`config.mk`:
```
export PLATFORM = sky130hd
export DESIGN_NAME = uart_alu_ctrl_flat
export DESIGN_NICKNAME = d
export VERILOG_FILES = /design/src/rtl/uart_alu_ctrl_if.sv /design/src/rtl/uart_alu_ctrl.sv /design/src/flat_wrapper.sv
export SDC_FILE = /design/constraint.sdc
export NUM_CORES = 1
export LEC_CHECK = 0
export ABC_AREA = 1
export BUFFER_PORTS_ARGS = -buffer_cell sky130_fd_sc_hd__buf_2
export CAP_MARGIN = 40
export CORE_ASPECT_RATIO = 1.75
export CORE_MARGIN = 5
export CORE_UTILIZATION = 48
export DETAILED_ROUTE_END_ITERATION = 7
export PLACE_DENSITY = 0.87
export SLEW_MARGIN = 30
export SYNTH_ARGS = -nofsm -noshare
export SYNTH_HDL_FRONTEND = slang
export SYNTH_SLANG_ARGS = --single-unit
```
`constraint.sdc`:
```
create_clock -name i_clk -period 1.25 [get_ports i_clk]
set_input_delay 0.25 -clock i_clk [delete_from_list [all_inputs] [get_ports i_clk]]
set_output_delay 0.25 -clock i_clk [all_outputs]
set_load 0.05 [all_outputs]
```
`src/rtl/uart_alu_ctrl_if.sv`:
```
// Bundles the UART receive/transmit handshakes and the ALU operand/result bus
// between the frame controller (master) and the surrounding UART/ALU logic (slave).
interface uart_alu_ctrl_if #(
    parameter int NB_DATA   = 8,
    parameter int NB_ALU_OP = 6
);
    logic [NB_DATA-1:0]   i_rx_data;
    logic                 i_rx_done;
    logic                 i_tx_done;
    logic [NB_DATA-1:0]   i_alu_res;
    logic                 i_alu_zero;
    logic                 i_alu_overflow;
    logic                 o_tx_start;
    logic [NB_DATA-1:0]   o_tx_data;
    logic [NB_DATA-1:0]   o_alu_a;
    logic [NB_DATA-1:0]   o_alu_b;
    logic [NB_ALU_OP-1:0] o_alu_op;
    logic                 o_busy;
    logic                 o_drop;
    logic                 o_timeout;

    modport master (
        input  i_rx_data, i_rx_done, i_tx_done, i_alu_res, i_alu_zero, i_alu_overflow,
        output o_tx_start, o_tx_data, o_alu_a, o_alu_b, o_alu_op, o_busy, o_drop, o_timeout
    );

    modport slave (
        output i_rx_data, i_rx_done, i_tx_done, i_alu_res, i_alu_zero, i_alu_overflow,
        input  o_tx_start, o_tx_data, o_alu_a, o_alu_b, o_alu_op, o_busy, o_drop, o_timeout
    );
endinterface

```
`src/rtl/uart_alu_ctrl.sv`:
```
// Collects A, B, opcode bytes from a UART, runs the external ALU, returns result and flag bytes.
// Optional inter-byte timeout is compiled in with the macro UART_ALU_TIMEOUT_EN.
module uart_alu_ctrl #(
    parameter int NB_DATA        = 8,
    parameter int NB_ALU_OP      = 6,
    parameter int TIMEOUT_CYCLES = 1000000
) (
    input  logic            i_clk,
    input  logic            i_reset,
    uart_alu_ctrl_if.master bus
);

    typedef enum logic [2:0] {
        IDLE, WAIT_B, WAIT_OP, EXEC, SEND_RES, WAIT_RES, SEND_FLG, WAIT_FLG
    } state_t;

    state_t               state, state_next;
    logic [NB_DATA-1:0]   alu_a, alu_b, result, flag;
    logic [NB_ALU_OP-1:0] alu_op;
    logic                 accept_a, accept_b, accept_op;
    logic                 drop;
    logic                 timeout_hit;

    if (NB_ALU_OP > NB_DATA || TIMEOUT_CYCLES < 2) begin : g_param_check
        $error("uart_alu_ctrl: NB_ALU_OP must not exceed NB_DATA and TIMEOUT_CYCLES must be >= 2");
    end

`ifdef UART_ALU_TIMEOUT_EN
    localparam int CNT_W = $clog2(TIMEOUT_CYCLES);
    localparam logic [CNT_W-1:0] CNT_LAST = CNT_W'(TIMEOUT_CYCLES - 1);

    logic [CNT_W-1:0] cnt;
    logic             waiting;

    assign waiting     = (state == WAIT_B) || (state == WAIT_OP);
    // A byte arriving on the last count wins over the timeout.
    assign timeout_hit = waiting && !bus.i_rx_done && (cnt == CNT_LAST);

    always_ff @(posedge i_clk or posedge i_reset) begin
        if (i_reset) begin
            cnt <= '0;
        end else if (waiting && !bus.i_rx_done && !timeout_hit) begin
            cnt <= cnt + 1'b1;
        end else begin
            cnt <= '0;
        end
    end
`else
    assign timeout_hit = 1'b0;
`endif

    always_ff @(posedge i_clk or posedge i_reset) begin
        if (i_reset) begin
            state <= IDLE;
        end else begin
            state <= state_next;
        end
    end

    always_comb begin
        state_next = state;
        accept_a   = 1'b0;
        accept_b   = 1'b0;
        accept_op  = 1'b0;
        drop       = 1'b0;
        case (state)
            IDLE: begin
                if (bus.i_rx_done) begin
                    accept_a   = 1'b1;
                    state_next = WAIT_B;
                end
            end
            WAIT_B: begin
                if (bus.i_rx_done) begin
                    accept_b   = 1'b1;
                    state_next = WAIT_OP;
                end else if (timeout_hit) begin
                    state_next = IDLE;
                end
            end
            WAIT_OP: begin
                if (bus.i_rx_done) begin
                    accept_op  = 1'b1;
                    state_next = EXEC;
                end else if (timeout_hit) begin
                    state_next = IDLE;
                end
            end
            EXEC: begin
                drop       = bus.i_rx_done;
                state_next = SEND_RES;
            end
            SEND_RES: begin
                drop       = bus.i_rx_done;
                state_next = WAIT_RES;
            end
            WAIT_RES: begin
                drop = bus.i_rx_done;
                if (bus.i_tx_done) state_next = SEND_FLG;
            end
            SEND_FLG: begin
                drop       = bus.i_rx_done;
                state_next = WAIT_FLG;
            end
            WAIT_FLG: begin
                drop = bus.i_rx_done;
                if (bus.i_tx_done) state_next = IDLE;
            end
            default: state_next = IDLE;
        endcase
    end

    always_ff @(posedge i_clk or posedge i_reset) begin
        if (i_reset) begin
            alu_a  <= '0;
            alu_b  <= '0;
            alu_op <= '0;
            result <= '0;
            flag   <= '0;
        end else begin
            if (accept_a)  alu_a  <= bus.i_rx_data;
            if (accept_b)  alu_b  <= bus.i_rx_data;
            if (accept_op) alu_op <= bus.i_rx_data[NB_ALU_OP-1:0];
            if (state == EXEC) begin
                result <= bus.i_alu_res;
                flag   <= NB_DATA'({bus.i_alu_overflow, bus.i_alu_zero});
            end
        end
    end

    // Transmit byte is selected by phase so it stays stable until the transmitter finishes.
    assign bus.o_tx_data  = ((state == SEND_FLG) || (state == WAIT_FLG)) ? flag : result;
    assign bus.o_tx_start = (state == SEND_RES) || (state == SEND_FLG);
    assign bus.o_alu_a    = alu_a;
    assign bus.o_alu_b    = alu_b;
    assign bus.o_alu_op   = alu_op;
    assign bus.o_busy     = (state != IDLE);
    assign bus.o_drop     = drop;
    assign bus.o_timeout  = timeout_hit;

endmodule

```
`src/flat_wrapper.sv`:
```
// flat-port wrapper written by rule: the top's interface ports become plain ports
module uart_alu_ctrl_flat 
#(
    parameter int NB_DATA        = 8,
    parameter int NB_ALU_OP      = 6,
    parameter int TIMEOUT_CYCLES = 1000000
)
  (i_clk, i_reset, bus_i_rx_data, bus_i_rx_done, bus_i_tx_done, bus_i_alu_res, bus_i_alu_zero, bus_i_alu_overflow, bus_o_tx_start, bus_o_tx_data, bus_o_alu_a, bus_o_alu_b, bus_o_alu_op, bus_o_busy, bus_o_drop, bus_o_timeout);
  uart_alu_ctrl_if #(.NB_DATA(NB_DATA), .NB_ALU_OP(NB_ALU_OP)) bus_i ();
  input  logic i_clk;
  input  logic i_reset;
  input wire logic [$bits(bus_i.i_rx_data)-1:0] bus_i_rx_data;
  input wire logic [$bits(bus_i.i_rx_done)-1:0] bus_i_rx_done;
  input wire logic [$bits(bus_i.i_tx_done)-1:0] bus_i_tx_done;
  input wire logic [$bits(bus_i.i_alu_res)-1:0] bus_i_alu_res;
  input wire logic [$bits(bus_i.i_alu_zero)-1:0] bus_i_alu_zero;
  input wire logic [$bits(bus_i.i_alu_overflow)-1:0] bus_i_alu_overflow;
  output wire logic [$bits(bus_i.o_tx_start)-1:0] bus_o_tx_start;
  output wire logic [$bits(bus_i.o_tx_data)-1:0] bus_o_tx_data;
  output wire logic [$bits(bus_i.o_alu_a)-1:0] bus_o_alu_a;
  output wire logic [$bits(bus_i.o_alu_b)-1:0] bus_o_alu_b;
  output wire logic [$bits(bus_i.o_alu_op)-1:0] bus_o_alu_op;
  output wire logic [$bits(bus_i.o_busy)-1:0] bus_o_busy;
  output wire logic [$bits(bus_i.o_drop)-1:0] bus_o_drop;
  output wire logic [$bits(bus_i.o_timeout)-1:0] bus_o_timeout;
  assign bus_i.i_rx_data = bus_i_rx_data;
  assign bus_i.i_rx_done = bus_i_rx_done;
  assign bus_i.i_tx_done = bus_i_tx_done;
  assign bus_i.i_alu_res = bus_i_alu_res;
  assign bus_i.i_alu_zero = bus_i_alu_zero;
  assign bus_i.i_alu_overflow = bus_i_alu_overflow;
  assign bus_o_tx_start = bus_i.o_tx_start;
  assign bus_o_tx_data = bus_i.o_tx_data;
  assign bus_o_alu_a = bus_i.o_alu_a;
  assign bus_o_alu_b = bus_i.o_alu_b;
  assign bus_o_alu_op = bus_i.o_alu_op;
  assign bus_o_busy = bus_i.o_busy;
  assign bus_o_drop = bus_i.o_drop;
  assign bus_o_timeout = bus_i.o_timeout;
  uart_alu_ctrl #(.NB_DATA(NB_DATA), .NB_ALU_OP(NB_ALU_OP), .TIMEOUT_CYCLES(TIMEOUT_CYCLES)) u_core (.i_clk(i_clk), .i_reset(i_reset), .bus(bus_i));
endmodule
```
# Word level (Yosys, flattened, before mapping)
# Index checks and enable logic that the tools add are counted.
# totals
ff_bits,35
in_bits,22
output_inout_bits,34
word_cells,36
# op_classes
n_eq_ne,12
n_mux,12
n_reduce_logical,6
# ops
operator,n
$pmux W3 S8,1
$mux W3,5
$eq A3 B3 Y1 const B,4
$ne A2 B2 Y1 const B,5
$mux W8,1
$eq A3 B2 Y1 const B,2
$mux W1,5
$reduce_and A5 Y1,1
$reduce_or A5 Y1,1
$eq A3 B1 Y1 const B,1
$logic_not A3 Y1,1
$reduce_bool A3 Y1,1
$logic_or A1 B1 Y1,2

# Logic depth before layout (Yosys ltp)
# Gate-level depths: netlist of the first run.
# depth
depth_word,3
mapped_depth,8
mapped_depth_nobuf,6

# Worst setup path after synthesis of the first run
# OpenSTA, ideal clock, no wires.
# synth_path
kind,register -> output
start,reg u_core.state[2]
end,out bus_o_tx_data[0]
arrival_ns,1.678
t_required_ns,1.000
slack_ns,-0.678
path_stages_with_launch,4
n_path_buf,1
path_cell_list,dfrtp_1 > buf_4 > nand2_1 > o21ai_0
# synth_via
elab_chain_cells,3
elab_cells_between_ends,4
cone_classes,eq/ne (2); mux (1); reduce/logical (1)
# synth_rtl
element,line_no,rtl
from (decl),uart_alu_ctrl.sv:17,"state_t state, state_next;"
from (signal assigned),uart_alu_ctrl.sv:56,state <= state_next;
$eq A3 B3 Y1,uart_alu_ctrl.sv:132,assign bus.o_tx_data = ((state == SEND_FLG) || (state == WAIT_FLG)) ? flag : result;
$logic_or A1 B1 Y1 (*),uart_alu_ctrl.sv:132,
$mux W8 (*),uart_alu_ctrl.sv:132,
to (decl),flat_wrapper.sv:19,output wire logic [$bits(bus_i.o_tx_data)-1:0] bus_o_tx_data;
# Mark *: on every way between the ends. The rest lies on a longest branch, timed or not.

# Worst setup path after layout of the first run
# layout_path
start,reg u_core.state[1]
end,out bus_o_drop
# layout_via
elab_chain_cells,3
elab_cells_between_ends,7
cone_classes,eq/ne (5); mux (1); reduce/logical (1)
# layout_rtl
element,line_no,rtl
$eq A3 B3 Y1 or $eq A3 B2 Y1 (tied branches),uart_alu_ctrl.sv:66,case (state)
$reduce_or A5 Y1 (no source line) (*),-,
$mux W1 (*),uart_alu_ctrl.sv:66,
to (decl),flat_wrapper.sv:24,output wire logic [$bits(bus_i.o_drop)-1:0] bus_o_drop;
# Marked as above.

==> metrics.md, run 1 <==
| Metric | Value |
|---|---|
| Cell count of the worst reg-to-reg path | 7 |
| Post-route insts no fill | between 300 and 400 |
| Remaining DRCs | 0 |
| Avg Cell Area, Syn | 8.36 µm² |
| Number of antenna violations at the first check in global routing | 0 |
| Vias in the first global route | between 1,500 and 2,000 |
| Finish-stage setup viols | 29 |
| Capturing element type of the critical path | primary output |
| Netlist Area Pre-Place | between 0.0015 and 0.002 mm² |
| CTS clk-pin slew, worst paths | approximately 0.080 ns |
| Slowest cell on the critical path | dfrtp_2 |
| Final weighted congestion in routability-driven placement | roughly 0.84 |
| Die ar. | 0.00446 mm² |
| Number of placed instances with taps included | approximately 290 |
| Longest Clk Path Bufs | 2 |
| Max-capacitance violation count | 0 |
| Core Box Area | roughly 0.0031 mm² |
| Routed WL per cell | approximately 16 µm |
| Min setup slack post-route | -0.264 ns |
| Yosys reg bits | 35 |
| Maximum number of pins on one net before global-route repair | 36 |
| Count of antenna diodes in the layout | 0 |
| Startpoint kind of the worst setup timing path | flip-flop |
| Synth warn | 0 |
| Worst endpoint data arrival time | approximately 1.3 ns |
| Count of mapped cells out of synthesis | roughly 180 |
| Met3 layer wire length in the routed design | approximately 220 µm |
| Net count, final | between 200 and 300 |
| Die W | roughly 53 µm |
| Clock tree from TritonCTS | done |
| Number of clock sinks | 35 |
| Cell breakdown of the critical path | buf_4, nand2_2, a21oi_4, buf_6 |
| Depth of the critical timing path with buffers and inverters included | 4 |
| Die H | roughly 85 µm |
| Final-report max-slew violation count | 0 |
| Share of cells above drive strength 1 | between 40% and 50% |
| Detailed Route Iter0 Violations | 34 |
| Placed cell area | a little under 0.002 mm² |
| Number of vias in the routed layout | around 1,500 |
| GRT Total Usage | slightly above 20% |
| Setup total negative slack | -2.95 ns |
| First-pass GRT wire length | a little under 7000 µm |
| Seq/Total Area, Yosys | between 50 and 60% |
| Mean number of vias per cell | slightly above 5 |
| Wire length on met2 | around 2700 µm |
| Outcome | finished with violations |
| Effective utilization at floorplan | between 40% and 50% |
| Area share of the leading cell type in the synthesized netlist | between 50% and 60% |
| Number of distinct library cell variants in the gate-level netlist after synthesis | 18 |
| Root Driver | clkbuf_8 |
| Maximum fanout encountered on the critical timing path | 4 |
| Yosys top cell by area | dfrtp_1 |
| Crit path largest cell delay | about 0.4 ns |
| Number of H-tree levels | 2 |
| Post-route minimum period | roughly 1.5 ns |
| HPWL after DPL | 2890 µm |
| Max Freq | around 660 MHz |
| Area contributors post-synth | dfrtp_1 (57%), nand2_1 (16%), o21ai_1 (5.6%), inv_1 (4.9%), nor2_1 (2.9%) |
| Register-to-Register Setup Slack | -0.10 ns |
| Antenna-violating nets left | 0 |
| Number of buffers created by CTS | 5 |
| Setup Skew | 0.0152 ns |
| Total overflow reported by the global router | 0 |
| Critical path type | reg -> out |
| Classification of the worst-slack hold path | in -> async |
| Met1 Wirelength | approximately 1600 µm |
| Synthesized net count | roughly 210 |
| Buffers on Ports | 54 |
| Summed area of non-filler cells in the final layout | roughly 0.0024 mm² |
| Number of optimization iterations in the first detailed-route pass | 4 |
| Final worst-path cycle share | 121% |
| Uppermost layer routed | met4 |
| Site Rows | 27 |
| Cts-stage hold buffer count | 0 |
| Top library cells by usage in the layout, fill and taps aside | nand2_1 (57), buf_2 (43), dfrtp_1 (33) |
| Clock latency at the later pin of the worst-skew pair | around 0.29 ns |
| Final hold violation count | 0 |
| IO Pins | 56 |
| Relative area change from synthesis to final layout | 54.6% |
| Critical path's top delay family | flip-flops |
| Unrepaired setup endpoints after global routing | yes |
| Crit path buffers/inverters | 2 |
| Leading cell type in the layout, fill and taps excluded | nand2_1 |
| WL final | 4690 µm |
| Violations in the final reports | setup timing |
| Required time at the endpoint of the critical path | 1.00 ns |
[state kept, by name, summed over array words and instances, names as in the netlist]
name                 count
u_core.bus.o_alu_b       8
u_core.bus.o_alu_op      6
u_core.state             3
u_core.result            8
u_core.flag              2
u_core.bus.o_alu_a       8
[cell families after synthesis]
family                 count (synthesis)  share of synthesized area, %
AO/OA/AOI/OAI                         22                          7.69
flip-flops                            35                          57.2
other                                  1                         0.245
AND/OR/NAND/NOR                       93                          25.2
buffers and inverters                 32                          9.65
[path summary, 6_finish.rpt]
path	startpoint	end
worst max-delay path	u_core.state[1]$_DFFE_PP0P_	bus_o_drop
worst min-delay path	i_reset	u_core.flag[0]$_DFFE_PP0N_
worst max register to register	u_core.state[2]$_DFFE_PP0P_	u_core.bus.o_alu_a[2]$_DFFE_PP0P_
worst min register to register	u_core.bus.o_alu_b[2]$_DFFE_PP0P_	u_core.bus.o_alu_b[2]$_DFFE_PP0P_
max in group asynchronous	i_reset	u_core.state[1]$_DFFE_PP0P_
min in group i_clk	bus_i_alu_zero	u_core.flag[0]$_DFFE_PP0N_
[layer usage]
metal	global-route usage [%]	vias up
met5	0	-
met4	10.2	0
met3	4.09	15
met2	38.8	52
met1	19.6	746
li1	-	704
[per-stage QoR]
stage / hold slack, ns / utilization [%] / setup slack (ns)
floorplan: 0.367 / - / -0.0270
global placement: 0.360 / 63.8 / -0.0425
detailed placement: 0.369 / 63.8 / -0.0594
CTS: 0.0643 / 71.5 / -0.226
global route: 0.0914 / 76.1 / -0.308
finish: 0.0514 / 76.1 / -0.264
[what timing repair did]
item                                    4_1_cts  5_1_grt
endpoints found under the setup margin       19       39
cloned                                        0        1
buffers inserted                              2        4
pin swaps                                     3        7
resized for setup                            33       35
[worst register-to-register path: stages (launching register included)]
cell and delay [ns]:
dfrtp_1 0.41, buf_6 0.15, inv_8 0.04, nand2_2 0.11, clkinv_4 0.11, nand2_2 0.25, nand2_1 0.10, o21ai_1 0.10
[cell usage after synthesis]
| cell | count |
|---|---|
| o21ai_1 | 17 |
| nor2_4 | 2 |
| o21ai_2 | 2 |
| buf_6 | 2 |
| o21ai_0 | 2 |
| dfrtp_1 | 35 |
| nor2_1 | 12 |
| nand2_2 | 4 |
| conb_1 | 1 |
| buf_4 | 2 |
| a21oi_1 | 1 |
| nand2_1 | 67 |
| inv_4 | 1 |
| nand3_1 | 7 |
| nand4_1 | 1 |
| buf_2 | 2 |
| inv_2 | 5 |
| inv_1 | 20 |
[cell type report]
type	instances	area (µm²)
sequential	35	878
tap	43	53.8
inverter	26	125
clock buffer	6	82.6
clock inverter	2	35.0
fill	212	742
multi-input combinational	117	687
timing repair buffer	72	504
Power of run 1 is left out: the tool's default activity adds up to more than one toggle a clock period on the data nets, which glitch-free logic cannot reach.
==> run 2, diff against run 1 <==
--- a/config.mk
+++ b/config.mk
@@ -13,6 +13,7 @@
 export CORE_UTILIZATION = 48
 export DETAILED_ROUTE_END_ITERATION = 7
 export PLACE_DENSITY = 0.87
+export SKIP_LAST_GASP = 1
 export SLEW_MARGIN = 30
 export SYNTH_ARGS = -nofsm -noshare
 export SYNTH_HDL_FRONTEND = slang
==> run 2 against run 1 <==
Net effect:
- the run still ends with setup timing left
- global-route usage fell by 0.21 points
- first-iteration DRC count rose by 21%
- via count fell by 0.86%
- fmax barely moved
- critical path type unchanged
==> metrics.md, run 2 (synthesis results as in run 1) <==
| Metric | Value |
|---|---|
| Outcome | finished with violations |
| Violations in the final reports | setup timing |
| Root Driver | clkbuf_8 |
| Required time at the endpoint of the critical path | 1.00 ns |
| Number of vias in the routed layout | between 1,500 and 2,000 |
| Detailed Route Iter0 Violations | 41 |
| First-pass GRT wire length | between 6000 and 7000 µm |
| Mean number of vias per cell | 4.96 |
| WL final | approximately 4700 µm |
| CTS clk-pin slew, worst paths | 0.08 ns |
| Maximum fanout encountered on the critical timing path | 4 |
| Vias in the first global route | ~1,500 |
| GRT Total Usage | around 20% |
| Net count, final | approximately 280 |
| Buffers on Ports | 54 |
| Clock tree from TritonCTS | done |
| Number of clock sinks | 35 |
| Worst endpoint data arrival time | 1.26 ns |
| Post-route insts no fill | a little over 300 |
| Crit path from | u_core.state[1]$_DFFE_PP0P_ |
| Final worst-path cycle share | 121% |
| Longest Clk Path Bufs | 2 |
| Number of buffers created by CTS | 5 |
| Total overflow reported by the global router | 0 |
| Max-capacitance violation count | 0 |
| Number of placed instances with taps included | 287 |
| Final weighted congestion in routability-driven placement | around 0.84 |
| Effective utilization at floorplan | roughly 50% |
| Final core area utilization | approximately 76% |
| Final-report max-slew violation count | 0 |
| Placed cell area | 0.00198 mm² |
| Die ar. | approximately 0.0045 mm² |
| Die W | roughly 53 µm |
| Number of antenna violations at the first check in global routing | 0 |
| Number of fillers in the final layout | between 200 and 250 |
| Max Freq | around 660 MHz |
| Antenna-violating nets left | 0 |
| Unrepaired setup endpoints after global routing | yes |
| Clock latency at the later pin of the worst-skew pair | slightly below 0.3 ns |
| Routed WL per cell | 15.4 µm |
| Share of cells above drive strength 1 | 47.7% |
| Relative area change from synthesis to final layout | 54.0% |
| Startpoint of the worst register-to-register path | u_core.state[2]$_DFFE_PP0P_ |
| HPWL after DPL | about 2900 µm |
| Final hold violation count | 0 |
| Summed area of non-filler cells in the final layout | between 0.002 and 0.0025 mm² |
| IO Pins | 56 |
| Setup total negative slack | -3.33 ns |
| Core Box Area | 0.00311 mm² |
| Count of antenna diodes in the layout | 0 |
| Finish-stage setup viols | 36 |
| Top library cells by usage in the layout, fill and taps aside | nand2_1 (59), buf_2 (44), dfrtp_1 (33) |
| Number of H-tree levels | 2 |
| Min setup slack post-route | -0.263 ns |
| Remaining DRCs | 0 |
| Setup Skew | between 0.01 and 0.015 ns |
| Site Rows | 27 |
| Number of optimization iterations in the first detailed-route pass | 4 |
| Capturing element type of the critical path | primary output |
| Maximum number of pins on one net before global-route repair | 36 |
| Die H | about 85 µm |
| Leading cell type in the layout, fill and taps excluded | nand2_1 |
| Classification of the worst-slack hold path | in -> async |
| Post-route minimum period | between 1.5 and 2 ns |
| Startpoint kind of the worst setup timing path | flip-flop |
| Critical path type | reg -> out |
run 2: worst max-delay path, stage by stage, from the launching register on:
cell	delay [ns]
dfrtp_2	0.41
buf_4	0.17
nand2_2	0.08
a21oi_4	0.14
buf_6	0.18
run 2: path summary, 6_finish.rpt:
check | end | slack, ns | cells after the start
worst max-delay path | bus_o_drop | -0.26 | 4
worst min-delay path | u_core.result[3]$_DFFE_PP0N_ | 0.06 | 3
min in group i_clk | u_core.result[4]$_DFFE_PP0N_ | 0.17 | 3
worst max register to register | u_core.bus.o_alu_a[1]$_DFFE_PP0P_ | -0.14 | 7
worst min register to register | u_core.bus.o_alu_b[6]$_DFFE_PP0P_ | 0.47 | 2
max in group asynchronous | u_core.state[1]$_DFFE_PP0P_ | 0.87 | 3
run 2: layer usage:
metal  part of all wire (%)  routed length (µm)  track usage (%)
met1                     33                1560             19.7
met2                     58                2720             38.5
met3                    4.8                 222             4.09
met4                    3.5                 163             9.30
met5                      0                   0                0
run 2: repair_timing:
| item | in CTS | in global routing |
|---|---|---|
| pin swaps | 3 | 5 |
| setup buffers | 2 | 6 |
| gates resized for setup | 32 | 29 |
| hold buffers | 0 | 0 |
| hold endpoints to repair | 0 | 0 |
| cloned | 0 | 1 |
| setup endpoints to repair | 19 | 38 |
run 2: final cells by class:
type                    instances  area, µm²  share of cell area (%)
well taps                      43       53.8                    2.28
inverters                      26        123                    5.20
multi-input cells             117        672                    28.5
clock inverters                 2       35.0                    1.49
flip-flops and latches         35        878                    37.3
repair buffers                 74        513                    21.8
clock buffers                   6       82.6                    3.50
run 2: metrics by stage:
stage / hold WS, ns / worst slack [ns]
final: 0.0559 / -0.263
after global placement: 0.360 / -0.0425
after detailed placement: 0.369 / -0.0594
after global routing: 0.0877 / -0.302
after floorplan: 0.367 / -0.0270
after CTS: 0.0643 / -0.226
Power of run 2 is left out for the same reason.
